[src/rtl/eth_tx_arb_pkg.sv]
// rtl/eth_tx_arb_pkg.sv - shared state encoding and width constants for eth_tx_arbiter
package eth_tx_arb_pkg;

    localparam int BYTE_W          = 8;
    localparam int LEN_W           = 8;
    localparam int DEF_TIMEOUT_CYC = 1024;

    localparam logic [2:0] ST_IDLE   = 3'd0;
    localparam logic [2:0] ST_GRANT  = 3'd1;
    localparam logic [2:0] ST_START  = 3'd2;
    localparam logic [2:0] ST_STREAM = 3'd3;
    localparam logic [2:0] ST_DONE   = 3'd4;

    typedef enum logic [2:0] {
        IDLE   = ST_IDLE,
        GRANT  = ST_GRANT,
        START  = ST_START,
        STREAM = ST_STREAM,
        DONE   = ST_DONE
    } state_e;

endpackage

[src/rtl/eth_tx_arbiter_rr_picker.sv]
// rtl/eth_tx_arbiter_rr_picker.sv - combinational round-robin pick: first request at/after ptr, wrapping
module rr_picker #(
    parameter int N     = 3,
    parameter int PTR_W = 2
) (
    input  logic [N-1:0]     req_i,
    input  logic [PTR_W-1:0] ptr_i,
    output logic [N-1:0]     winner_o,
    output logic             valid_o
);

    logic [2*N-1:0] rot2;
    logic [N-1:0]   rot;
    logic [N-1:0]   pick;
    logic [2*N-1:0] wide;
    logic           found;

    // Rotate so the pointer position sits at bit 0, take the lowest set bit, rotate back.
    always_comb begin
        rot2  = {req_i, req_i} >> ptr_i;
        rot   = N'(rot2);
        pick  = '0;
        found = 1'b0;
        for (int k = 0; k < N; k++) begin
            if (!found && rot[k]) begin
                pick[k] = 1'b1;
                found   = 1'b1;
            end
        end
        wide     = {pick, pick} << ptr_i;
        winner_o = N'(wide >> N);
        valid_o  = found;
    end

endmodule

[src/rtl/eth_tx_arbiter.sv]
// rtl/eth_tx_arbiter.sv - round-robin sharing of one Ethernet TX MAC among NUM_REQ packet sources
// Optional watchdog and err flag enabled by ETH_TX_ARB_TIMEOUT_EN.
module eth_tx_arbiter
    import eth_tx_arb_pkg::*;
#(
    parameter int NUM_REQ = 3
`ifdef ETH_TX_ARB_TIMEOUT_EN
    ,
    parameter int TIMEOUT_CYC = DEF_TIMEOUT_CYC
`endif
) (
    input  logic                      clk,
    input  logic                      reset,
    input  logic [NUM_REQ-1:0]        req,
    input  logic [LEN_W*NUM_REQ-1:0]  req_len,
    input  logic [BYTE_W*NUM_REQ-1:0] req_data,
    output logic [NUM_REQ-1:0]        gnt,
    output logic [NUM_REQ-1:0]        req_rd,
    output logic [NUM_REQ-1:0]        req_done,
    output logic                      tx_start,
    output logic [LEN_W-1:0]          tx_data_length,
    output logic [BYTE_W-1:0]         tx_data,
    input  logic                      tx_payload,
    input  logic                      tx_busy,
    output logic                      busy,
    output logic                      err
);

    localparam int PTR_W = $clog2(NUM_REQ);

    state_e             state_q, state_d;
    logic [NUM_REQ-1:0] gnt_q, gnt_d;
    logic [PTR_W-1:0]   gidx_q, gidx_d;
    logic [PTR_W-1:0]   rr_q, rr_d;
    logic [LEN_W-1:0]   len_q, len_d;
    logic [LEN_W-1:0]   cnt_q, cnt_d;

    logic [NUM_REQ-1:0] win;
    logic               win_vld;
    logic [PTR_W-1:0]   win_idx;
    logic               timeout;

    rr_picker #(.N(NUM_REQ), .PTR_W(PTR_W)) u_picker (
        .req_i    (req),
        .ptr_i    (rr_q),
        .winner_o (win),
        .valid_o  (win_vld)
    );

    always_comb begin
        win_idx = '0;
        for (int i = 0; i < NUM_REQ; i++) begin
            if (win[i]) win_idx = PTR_W'(i);
        end
    end

`ifdef ETH_TX_ARB_TIMEOUT_EN
    localparam int WD_W = $clog2(TIMEOUT_CYC + 1);

    logic [WD_W-1:0] wd_q;
    logic            err_q;

    // wd_q reads 1 in the first STREAM cycle, so the abort lands TIMEOUT_CYC cycles after START.
    assign timeout = (state_q == STREAM) && !tx_payload && (wd_q == WD_W'(TIMEOUT_CYC - 1));
    assign err     = err_q;

    always_ff @(posedge clk) begin
        if (reset) begin
            wd_q  <= '0;
            err_q <= 1'b0;
        end else begin
            if (state_q == START) begin
                wd_q <= WD_W'(1);
            end else if (state_q == STREAM) begin
                wd_q <= tx_payload ? '0 : wd_q + 1'b1;
            end
            if (timeout) err_q <= 1'b1;
        end
    end
`else
    assign timeout = 1'b0;
    assign err     = 1'b0;
`endif

    always_ff @(posedge clk) begin
        if (reset) begin
            state_q <= IDLE;
            gnt_q   <= '0;
            gidx_q  <= '0;
            rr_q    <= '0;
            len_q   <= '0;
            cnt_q   <= '0;
        end else begin
            state_q <= state_d;
            gnt_q   <= gnt_d;
            gidx_q  <= gidx_d;
            rr_q    <= rr_d;
            len_q   <= len_d;
            cnt_q   <= cnt_d;
        end
    end

    always_comb begin
        state_d  = state_q;
        gnt_d    = gnt_q;
        gidx_d   = gidx_q;
        rr_d     = rr_q;
        len_d    = len_q;
        cnt_d    = cnt_q;
        req_rd   = '0;
        req_done = '0;
        tx_start = 1'b0;
        case (state_q)
            IDLE: begin
                if (win_vld) begin
                    gnt_d   = win;
                    gidx_d  = win_idx;
                    len_d   = req_len[int'(win_idx)*LEN_W +: LEN_W];
                    cnt_d   = '0;
                    state_d = GRANT;
                end
            end
            GRANT: begin
                if (!tx_busy) state_d = (len_q == '0) ? DONE : START;
            end
            START: begin
                tx_start = 1'b1;
                state_d  = STREAM;
            end
            STREAM: begin
                if (timeout) begin
                    state_d = DONE;
                end else if (tx_payload && (cnt_q != len_q)) begin
                    req_rd = gnt_q;
                    cnt_d  = cnt_q + 1'b1;
                    if (cnt_q + 1'b1 == len_q) state_d = DONE;
                end
            end
            DONE: begin
                req_done = gnt_q;
                gnt_d    = '0;
                cnt_d    = '0;
                rr_d     = (gidx_q == PTR_W'(NUM_REQ - 1)) ? '0 : gidx_q + 1'b1;
                state_d  = IDLE;
            end
            default: state_d = IDLE;
        endcase
    end

    assign gnt            = gnt_q;
    assign busy           = (state_q != IDLE);
    assign tx_data_length = (state_q == START || state_q == STREAM || state_q == DONE) ? len_q : '0;
    assign tx_data        = (|gnt_q) ? req_data[int'(gidx_q)*BYTE_W +: BYTE_W] : '0;

endmodule

[config.mk]
export PLATFORM = sky130hd
export DESIGN_NAME = eth_tx_arbiter
export DESIGN_NICKNAME = d
export VERILOG_FILES = /design/src/rtl/eth_tx_arb_pkg.sv /design/src/rtl/eth_tx_arbiter_rr_picker.sv /design/src/rtl/eth_tx_arbiter.sv
export SDC_FILE = /design/constraint.sdc
export NUM_CORES = 1
export LEC_CHECK = 0
export BUFFER_PORTS_ARGS = -buffer_cell sky130_fd_sc_hd__buf_2
export CORE_AREA = 4 4 79 81
export DETAILED_ROUTE_END_ITERATION = 6
export DIE_AREA = 0 0 83 85
export REMOVE_ABC_BUFFERS = 1
export SYNTH_ARGS = -nofsm -noshare
export SYNTH_HDL_FRONTEND = slang
export SYNTH_SLANG_ARGS = --single-unit
[constraint.sdc]
create_clock -name clk -period 2.63 [get_ports clk]
set_clock_uncertainty 0.1 [all_clocks]
set_input_delay 0.3945 -clock clk [delete_from_list [all_inputs] [get_ports clk]]
set_output_delay 0.3945 -clock clk [all_outputs]
set_load 0.01 [all_outputs]
==> results.sh, run 1 <==
export IMPL_slew_headroom_pct=54.1
export IMPL_gp_congestion=0.900
export IMPL_p_comb_share_pct=41.8
export IMPL_end_kind="output port"
export IMPL_grt_max_degree=23
export IMPL_avgSynthCellArea_um2=7.55
export IMPL_setup_violations=0
export IMPL_outcome="complete, no violations"
export IMPL_fin_crit_ns=2.43
export IMPL_worstPathMaxFanout=14
export IMPL_cp_arrival_ns=1.93
export IMPL_dr_pass1_iters=4
export IMPL_clk_latency_ns=0.28
export IMPL_finalNetCount=380
export IMPL_reg2reg_slack_ns=0.56
export IMPL_synth_warnings=0
export IMPL_grt_overflow=0
export IMPL_synth_edff_count=0
export IMPL_dp_hpwl_um=4300
export IMPL_p_seq_share_pct=35.8
export IMPL_p_int_mw=0.930
export IMPL_ir_worst_vdd_uv=244
export IMPL_yosysSeqAreaShare_pct=27.8
export IMPL_yosys_most_used_dff="dfxtp_1"
export IMPL_die_w_um=83
export IMPL_required_ns=2.14
export IMPL_synth_top_cells_by_area="dfxtp_1 28%, nor2_1 9.4%, a21oi_1 5.3%"
export IMPL_post_cts_buffers=0
export IMPL_grt_pass1_wl_um=9230
export IMPL_num_rows=27
export IMPL_antenna_cells=0
export IMPL_r2r_end="state_q[2]"
export IMPL_root_buffer="clkbuf_8"
export IMPL_htree_num_levels=1
export IMPL_vias_per_cell=5.13
export IMPL_clockBufferDepth=2
export IMPL_pwr_density_cell_nw_per_um2=630
export IMPL_wirelength_um=5520
export IMPL_cts_tree="done"
export IMPL_cts_resized=0
export IMPL_netlist_area_leader_share_pct=27.8
export IMPL_antenna_found_initial=0
export IMPL_r2r_start="cnt_q[0]"
export IMPL_die_area_um2=7060
export IMPL_final_period_utilization_pct=92.3
export IMPL_clock_power_share_pct=22.4
export IMPL_worst_pin_slew_ns=0.684
export IMPL_rsz0062_at_grt="false"
export IMPL_grt_pass1_vias=1952
export IMPL_drive_gt1_share_pct=32.8
export IMPL_vias=2028
export IMPL_yosys_area_top_type="dfxtp_1"
export IMPL_worst_setup_path_type="reg -> out"
export IMPL_min_delay_worst_endpoint="len_q[5]"
export IMPL_clock_fmax_mhz=412
export IMPL_drc_errors=0
export IMPL_cts_hold_buf=0
export IMPL_netlist_instances=248
export IMPL_hold_start="req_len[21]"
export IMPL_drtIter0Drc=149
export IMPL_mostFrequentLayoutCell="buf_2"
export IMPL_cp_start_kind="flop"
export IMPL_switching_share_pct=38.4
export IMPL_synth_async_reset_ratio_pct=0
export IMPL_report_final_slew_viol_count=0
export IMPL_core_um2=5470
export IMPL_p_total_mw=1.51
export IMPL_mostFrequentLayoutCells="81 x buf_2, 47 x nor2_1, 26 x dfxtp_1, 20 x a21oi_1, 17 x nand2_1"
export IMPL_synth_cell_types=46
export IMPL_switchingPower_mw=0.580
export IMPL_cap_viol_max_count=0
export IMPL_netlist_area_um2=1870
export IMPL_numPortBuffers=81
export IMPL_hp_class="in -> reg"
export IMPL_leakagePower_nw=1.07
export IMPL_start_util_pct=34.2
export IMPL_clkTransAtPathRegs_ns=0.10
export IMPL_ys_seq_elements=26
export IMPL_die_h_um=85
export IMPL_cts_buffers=3
export IMPL_grt_usage_pct=15.5
export IMPL_wl_per_cell_um=14.0
export IMPL_clock_sinks=26
export IMPL_tns_ns=0
export IMPL_area_growth_pct=28.0
export IMPL_hold_path_depth=3
export IMPL_num_io_pins=83
export IMPL_final_hold_violation_count=0
export IMPL_ant_nets=0
export IMPL_reg2reg_depth=7
==> registers in the layout (all words and copies together), names as in the netlist <==
signal	flops
state_q	3
gidx_q	2
len_q	8
rr_q	2
cnt_q	8
gnt	3
==> per-layer routing <==
metal	vias up	track usage (%)	routed length [um]	part of all wire, %
met5	-	0	0	0
met4	0	3.71	47	0.85
met3	6	2.91	344	6.2
met2	74	26.0	2530	46
met1	905	20.7	2600	47
li1	1043	-	-	-
==> critical path, stage by stage, from the launching register on <==
cell     delay, ns
dfxtp_1       0.61
and2b_1       0.26
a21oi_1       0.49
nor2b_1       0.12
buf_2         0.17
==> worst max path at each step <==
stage	slack [ns]	cells after the start	start	endpoint
detailed placement	0.54	4	state_q[2]	tx_data_length[0]
finish	0.20	4	state_q[2]	tx_data_length[6]
floorplan	0.77	7	cnt_q[0]	state_q[2]
global route	0.08	4	state_q[2]	tx_data_length[0]
CTS	0.23	4	state_q[2]	tx_data_length[0]
global placement	0.60	4	state_q[2]	tx_data_length[0]
==> synth_stat cells (all sizes together), types with 6 or more instances <==
library cell	count
a21oi	21
nor2b	13
nand2	17
mux2i	8
a222oi	8
dfxtp	26
xor2	6
o21ai	13
nor2	48
mux2	8
xnor2	6
clkbuf	8
nor3	12
nand3	8
==> cells by family (layout without fill, tap and decap cells) <==
| logic type | Yosys count | after routing | share of synthesized area [%] |
|---|---|---|---|
| AND/OR/NAND/NOR | 121 | 121 | 33.4 |
| AO/OA/AOI/OAI | 56 | 56 | 19.8 |
| flip-flops | 26 | 26 | 27.8 |
| multiplexers | 16 | 16 | 9.09 |
| buffers and inverters | 15 | 90 | 3.48 |
| XOR/XNOR | 12 | 12 | 5.61 |
| adder cells (fa/ha/maj) | 1 | 1 | 0.668 |
| other | 1 | 1 | 0.200 |
==> final cells by class <==
class	instances	area (um2)
fill	576	3080
clock buffer	3	41.3
multi-input combinational	207	1290
clock inverter	1	30.0
timing repair buffer	82	413
inverter	4	15.0
tap	72	90.1
sequential	26	520
==> power groups by stage <==
stage	clock (mW)	sequential, mW	combinational (mW)
6_report	0.338	0.541	0.631
5_1_grt	0.362	0.556	0.701
3_3_place_gp	0	0.548	0.625
3_5_place_dp	0	0.551	0.630
2_1_floorplan	0	0.524	0.427
4_1_cts	0.345	0.541	0.634
==> through the flow <==
stage / util (%) / cell area [um2] / setup slack [ns] / hold WS (ns) / cells
floorplan: - / 1820 / 0.768 / 0.358 / 237
global placement: 42.5 / 2320 / 0.595 / 0.389 / 391
detailed placement: 42.5 / 2320 / 0.543 / 0.385 / 391
CTS: 43.8 / 2400 / 0.228 / 0.265 / 395
global route: 43.8 / 2400 / 0.0773 / 0.279 / 395
finish: 43.8 / 2400 / 0.202 / 0.271 / 395
Power figures use the tool's default switching activity.
==> run 2: changes to the inputs <==
Settings changed: CTS_BUF_LIST from default to sky130_fd_sc_hd__clkbuf_2, CTS_CLUSTER_DIAMETER from default to 120.
Clock period 2.63 ns to 2.5 ns, I/O delays scaled along.
==> run 2 against run 1 <==
Compared with the run above:
- critical endpoint is now req_rd[2]
- total power is 2.0% higher
- core utilization is 0.37 points higher
- critical path type unchanged
- global-route usage is 0.63 points lower
==> results.sh, run 2 (synthesis gave the netlist of run 1 again) <==
export IMPL_outcome="complete, no violations"
export IMPL_num_rows=27
export IMPL_wirelength_um=5410
export IMPL_wl_per_cell_um=13.6
export IMPL_dr_pass1_iters=5
export IMPL_grt_pass1_wl_um=8910
export IMPL_worstPathMaxFanout=10
export IMPL_cp_arrival_ns=1.88
export IMPL_clock_fmax_mhz=424
export IMPL_cts_buffers=3
export IMPL_grt_usage_pct=14.9
export IMPL_die_h_um=85
export IMPL_antenna_cells=0
export IMPL_fin_crit_ns=2.36
export IMPL_fill_cells=596
export IMPL_die_w_um=83
export IMPL_ant_nets=0
export IMPL_cts_tree="done"
export IMPL_setup_violations=0
export IMPL_setup_ws_ns=0.140
export IMPL_end_kind="output port"
export IMPL_antenna_found_initial=0
export IMPL_grt_max_degree=23
export IMPL_pwr_density_cell_nw_per_um2=637
export IMPL_hp_class="in -> reg"
export IMPL_post_cts_buffers=0
export IMPL_dp_slack_ns=0.476
export IMPL_clk_latency_ns=0.36
export IMPL_leakagePower_nw=1.08
export IMPL_die_area_um2=7060
export IMPL_mostFrequentLayoutCell="buf_2"
export IMPL_final_hold_violation_count=0
export IMPL_htree_num_levels=1
export IMPL_vias_per_cell=5.06
export IMPL_required_ns=2.03
export IMPL_worst_setup_path_type="reg -> out"
export IMPL_clock_sinks=26
export IMPL_drc_errors=0
export IMPL_report_final_slew_viol_count=0
export IMPL_drtIter0Drc=120
export IMPL_tns_ns=0
export IMPL_seqCellArea_um2=527
export IMPL_area_growth_pct=29.1
export IMPL_mostFrequentLayoutCells="81 x buf_2, 47 x nor2_1, 21 x dfxtp_1, 20 x a21oi_1, 17 x nand2_1"
export IMPL_start_util_pct=34.2
export IMPL_drive_gt1_share_pct=35.5
export IMPL_grt_pass1_vias=1949
export IMPL_final_period_utilization_pct=94.4
export IMPL_numPortBuffers=81
export IMPL_gp_congestion=0.884
export IMPL_ir_worst_vdd_uv=243
export IMPL_num_io_pins=83
export IMPL_clockBufferDepth=2
export IMPL_dp_hpwl_um=4260
export IMPL_root_buffer="clkbuf_2"
export IMPL_holdWs_ns=0.154
export IMPL_finalNetCount=384
export IMPL_clkTransAtPathRegs_ns=0.26
export IMPL_cp_start_kind="flop"
export IMPL_grt_overflow=0
export IMPL_slew_headroom_pct=63.7
export IMPL_vias=2017
export IMPL_cap_viol_max_count=0
export IMPL_core_um2=5470
export IMPL_biggestRegsByFlops="cnt_q x8, len_q x8"
export IMPL_worst_pin_slew_ns=0.544
export IMPL_multi_input_area_um2=1300
## run 2: cell count changes in the layout (fill, tap and decap cells not counted)
cell      previous run  this run
buf_4                1         5
dfxtp_1             26        21
nor2b_2              0         1
a21oi_4              0         1
dfxtp_2              0         5
clkbuf_8             3         0
a21oi_2              1         0
nor2b_1             13        12
clkbuf_2             0         3
## run 2: final timing paths
kind	to	cells past startpoint	slack (ns)	start
setup / recovery	req_rd[2]	5	0.14	len_q[0]
hold / removal	len_q[4]	3	0.15	req_len[20]
setup reg to reg	state_q[2]	7	0.24	cnt_q[0]
hold reg to reg	cnt_q[7]	1	0.40	cnt_q[7]
## run 2: power breakdown
part	leakage (nW)	internal [mW]	switching, mW	total (mW)
clock network	0.0266	0.138	0.134	0.272
logic	0.844	0.322	0.378	0.700
registers	0.214	0.470	0.0980	0.568
## run 2: metrics by stage
step	util, %	cell area (um2)	power, mW	cells
6_report	44.1	2420	1.54	399
5_1_grt	44.1	2420	1.66	399
4_1_cts	43.9	2400	1.54	399
3_5_place_dp	43.0	2350	1.27	395
3_3_place_gp	43.0	2350	1.26	395
2_1_floorplan	-	1820	1.00	237
## run 2: repair_timing
item,CTS,global route
hold buffers,0,0
resized for setup,0,7
setup endpoints to repair,0,11
## run 2: cell type report
cell class / count / share of cell area [%]
multi-input cells: 207 / 53.7
flip-flops and latches: 26 / 21.8
repair buffers: 86 / 18.3
well taps: 72 / 3.73
clock inverters: 1 / 1.24
clock buffers: 3 / 0.621
inverters: 4 / 0.621
## run 2: critical path: stages, from the launching register on
cell	delay [ns]
dfxtp_1	0.47
xnor2_1	0.16
nor4b_2	0.40
a21oi_4	0.17
and2_1	0.19
buf_2	0.13
## run 2: per-layer routing
layer,vias up,part of all wire (%),global-route usage (%)
met2,67,46,24.7
li1,1048,-,-
met5,-,0,0
met1,894,47,19.9
met3,8,5.5,2.14
met4,0,1.7,4.90
==> run 3: changes to the inputs <==
Settings changed: CORE_AREA 4 4 79 81 to 4 4 74 76, DIE_AREA 0 0 83 85 to 0 0 78 80, PLACE_DENSITY from default to 0.68.
==> run 3 against run 2 <==
Compared with the run above:
- sequential power about the same
- setup slack got worse by 0.042 ns
- flip-flop and latch count unchanged
- total power increased by 1.4%
- non-clock buffer count unchanged
- sequential share of layout area decreased by 0.063 points
- worst hold slack got worse by 0.017 ns
- core utilization increased by 7.0 points
- largest power group unchanged
- critical endpoint unchanged
- fmax decreased by 1.7%
==> results.sh, run 3 (synthesis gave the netlist of run 1 again) <==
export IMPL_cp_start_kind="flop"
export IMPL_post_cts_buffers=0
export IMPL_wl_per_cell_um=13.7
export IMPL_path_cells="xor2_1 -> nor4b_4 -> a21oi_4 -> and2_1 -> buf_2"
export IMPL_wirelength_um=5410
export IMPL_clock_sinks=26
export IMPL_area_growth_pct=29.1
export IMPL_root_buffer="clkbuf_2"
export IMPL_die_w_um=78
export IMPL_dr_pass1_iters=4
export IMPL_antenna_found_initial=0
export IMPL_holdWs_ns=0.136
export IMPL_dp_slack_ns=0.484
export IMPL_busiest_layer="met2"
export IMPL_core_um2=4720
export IMPL_cts_hold_buf=0
export IMPL_htree_num_levels=1
export IMPL_setup_ws_ns=0.0983
export IMPL_final_period_utilization_pct=96.1
export IMPL_die_area_um2=6240
export IMPL_gp_congestion=0.810
export IMPL_clockBufferDepth=2
export IMPL_cpMaxStageDelayCell="dfxtp_1"
export IMPL_pwr_density_cell_nw_per_um2=646
export IMPL_num_rows=25
export IMPL_mostFrequentLayoutCells="81 x buf_2, 47 x nor2_1, 22 x dfxtp_1, 20 x a21oi_1, 17 x nand2_1"
export IMPL_cts_resized=0
export IMPL_met1_usage_pct=22.7
export IMPL_cap_viol_max_count=0
export IMPL_dp_hpwl_um=4170
export IMPL_clk_latency_ns=0.39
export IMPL_clkTransAtPathRegs_ns=0.29
export IMPL_tns_ns=0
export IMPL_slew_headroom_pct=62.5
export IMPL_grt_pass1_vias=1990
export IMPL_hp_class="in -> reg"
export IMPL_numPortBuffers=81
export IMPL_drive_gt1_share_pct=35.2
export IMPL_report_final_slew_viol_count=0
export IMPL_grt_pass1_wl_um=8960
export IMPL_vias=2068
export IMPL_num_io_pins=83
export IMPL_cts_tree="done"
export IMPL_setup_violations=0
export IMPL_clock_fmax_mhz=416
export IMPL_die_h_um=80
export IMPL_grt_max_degree=23
export IMPL_worst_pin_slew_ns=0.562
export IMPL_worst_setup_path_type="reg -> out"
export IMPL_drc_errors=0
export IMPL_cts_buffers=3
export IMPL_end_kind="output port"
export IMPL_slowest_delay_ns=0.46
export IMPL_start_util_pct=39.6
export IMPL_ir_worst_vdd_uv=292
export IMPL_ant_nets=0
export IMPL_finalNetCount=384
export IMPL_use_met2_pct=29.8
export IMPL_required_ns=2.03
export IMPL_worstPathMaxFanout=10
export IMPL_cp_arrival_ns=1.93
export IMPL_rsz0062_at_grt="false"
export IMPL_p_total_mw=1.56
export IMPL_global_route_usage_met3_pct=3.50
export IMPL_drtIter0Drc=134
export IMPL_leakagePower_nw=1.09
export IMPL_fill_cells=476
export IMPL_antenna_cells=0
export IMPL_fin_crit_ns=2.40
export IMPL_final_hold_violation_count=0
export IMPL_grt_overflow=0
export IMPL_outcome="complete, no violations"
export IMPL_biggestRegsByFlops="cnt_q x8, len_q x8"
export IMPL_mostFrequentLayoutCell="buf_2"
export IMPL_grt_usage_pct=17.5
export IMPL_vias_per_cell=5.25
==> run 3: worst max-delay path, delay by kind of cell, from the launching register on <==
family	cells	cell delay, ns
AOI/OAI and AO/OA	1	0.32
xor gates and xnor gates	1	0.35
buffers and inverters	1	0.12
DFF	1	0.46
and+or+nand+nor	2	0.28
==> run 3: report_power, final <==
| part | total [mW] | switching [mW] | internal, mW |
|---|---|---|---|
| registers | 0.570 | 0.100 | 0.470 |
| logic | 0.711 | 0.382 | 0.329 |
| clock network | 0.280 | 0.143 | 0.137 |
==> run 3: final cells by class <==
class	instances	area (um2)	share of cell area [%]
multi-input cells	207	1310	54.0
clock inverters	1	30.0	1.24
well taps	67	83.8	3.47
inverters	4	15.0	0.621
clock buffers	3	15.0	0.621
repair buffers	86	443	18.3
flip-flops and latches	26	526	21.7
==> run 3: final timing paths <==
kind	start	end	slack (ns)	depth (start not counted)
setup reg to reg	cnt_q[0]	state_q[2]	0.47	7
hold reg to reg	cnt_q[7]	cnt_q[7]	0.41	1
hold / removal	req_len[20]	len_q[4]	0.14	3
setup / recovery	cnt_q[6]	req_rd[2]	0.1	5
==> run 3: per-layer routing <==
metal / routed length [um] / up-vias
met2: 2460 / 84
met1: 2470 / 928
met5: 0 / -
met3: 397 / 8
li1: - / 1048
met4: 83 / 0
==> run 3: stage by stage <==
step,std cells,area (um2),util (%)
after floorplan,237,1820,-
after global placement,390,2350,49.7
after detailed placement,390,2350,49.7
after CTS,394,2390,50.7
after global routing,394,2420,51.2
final,394,2420,51.2
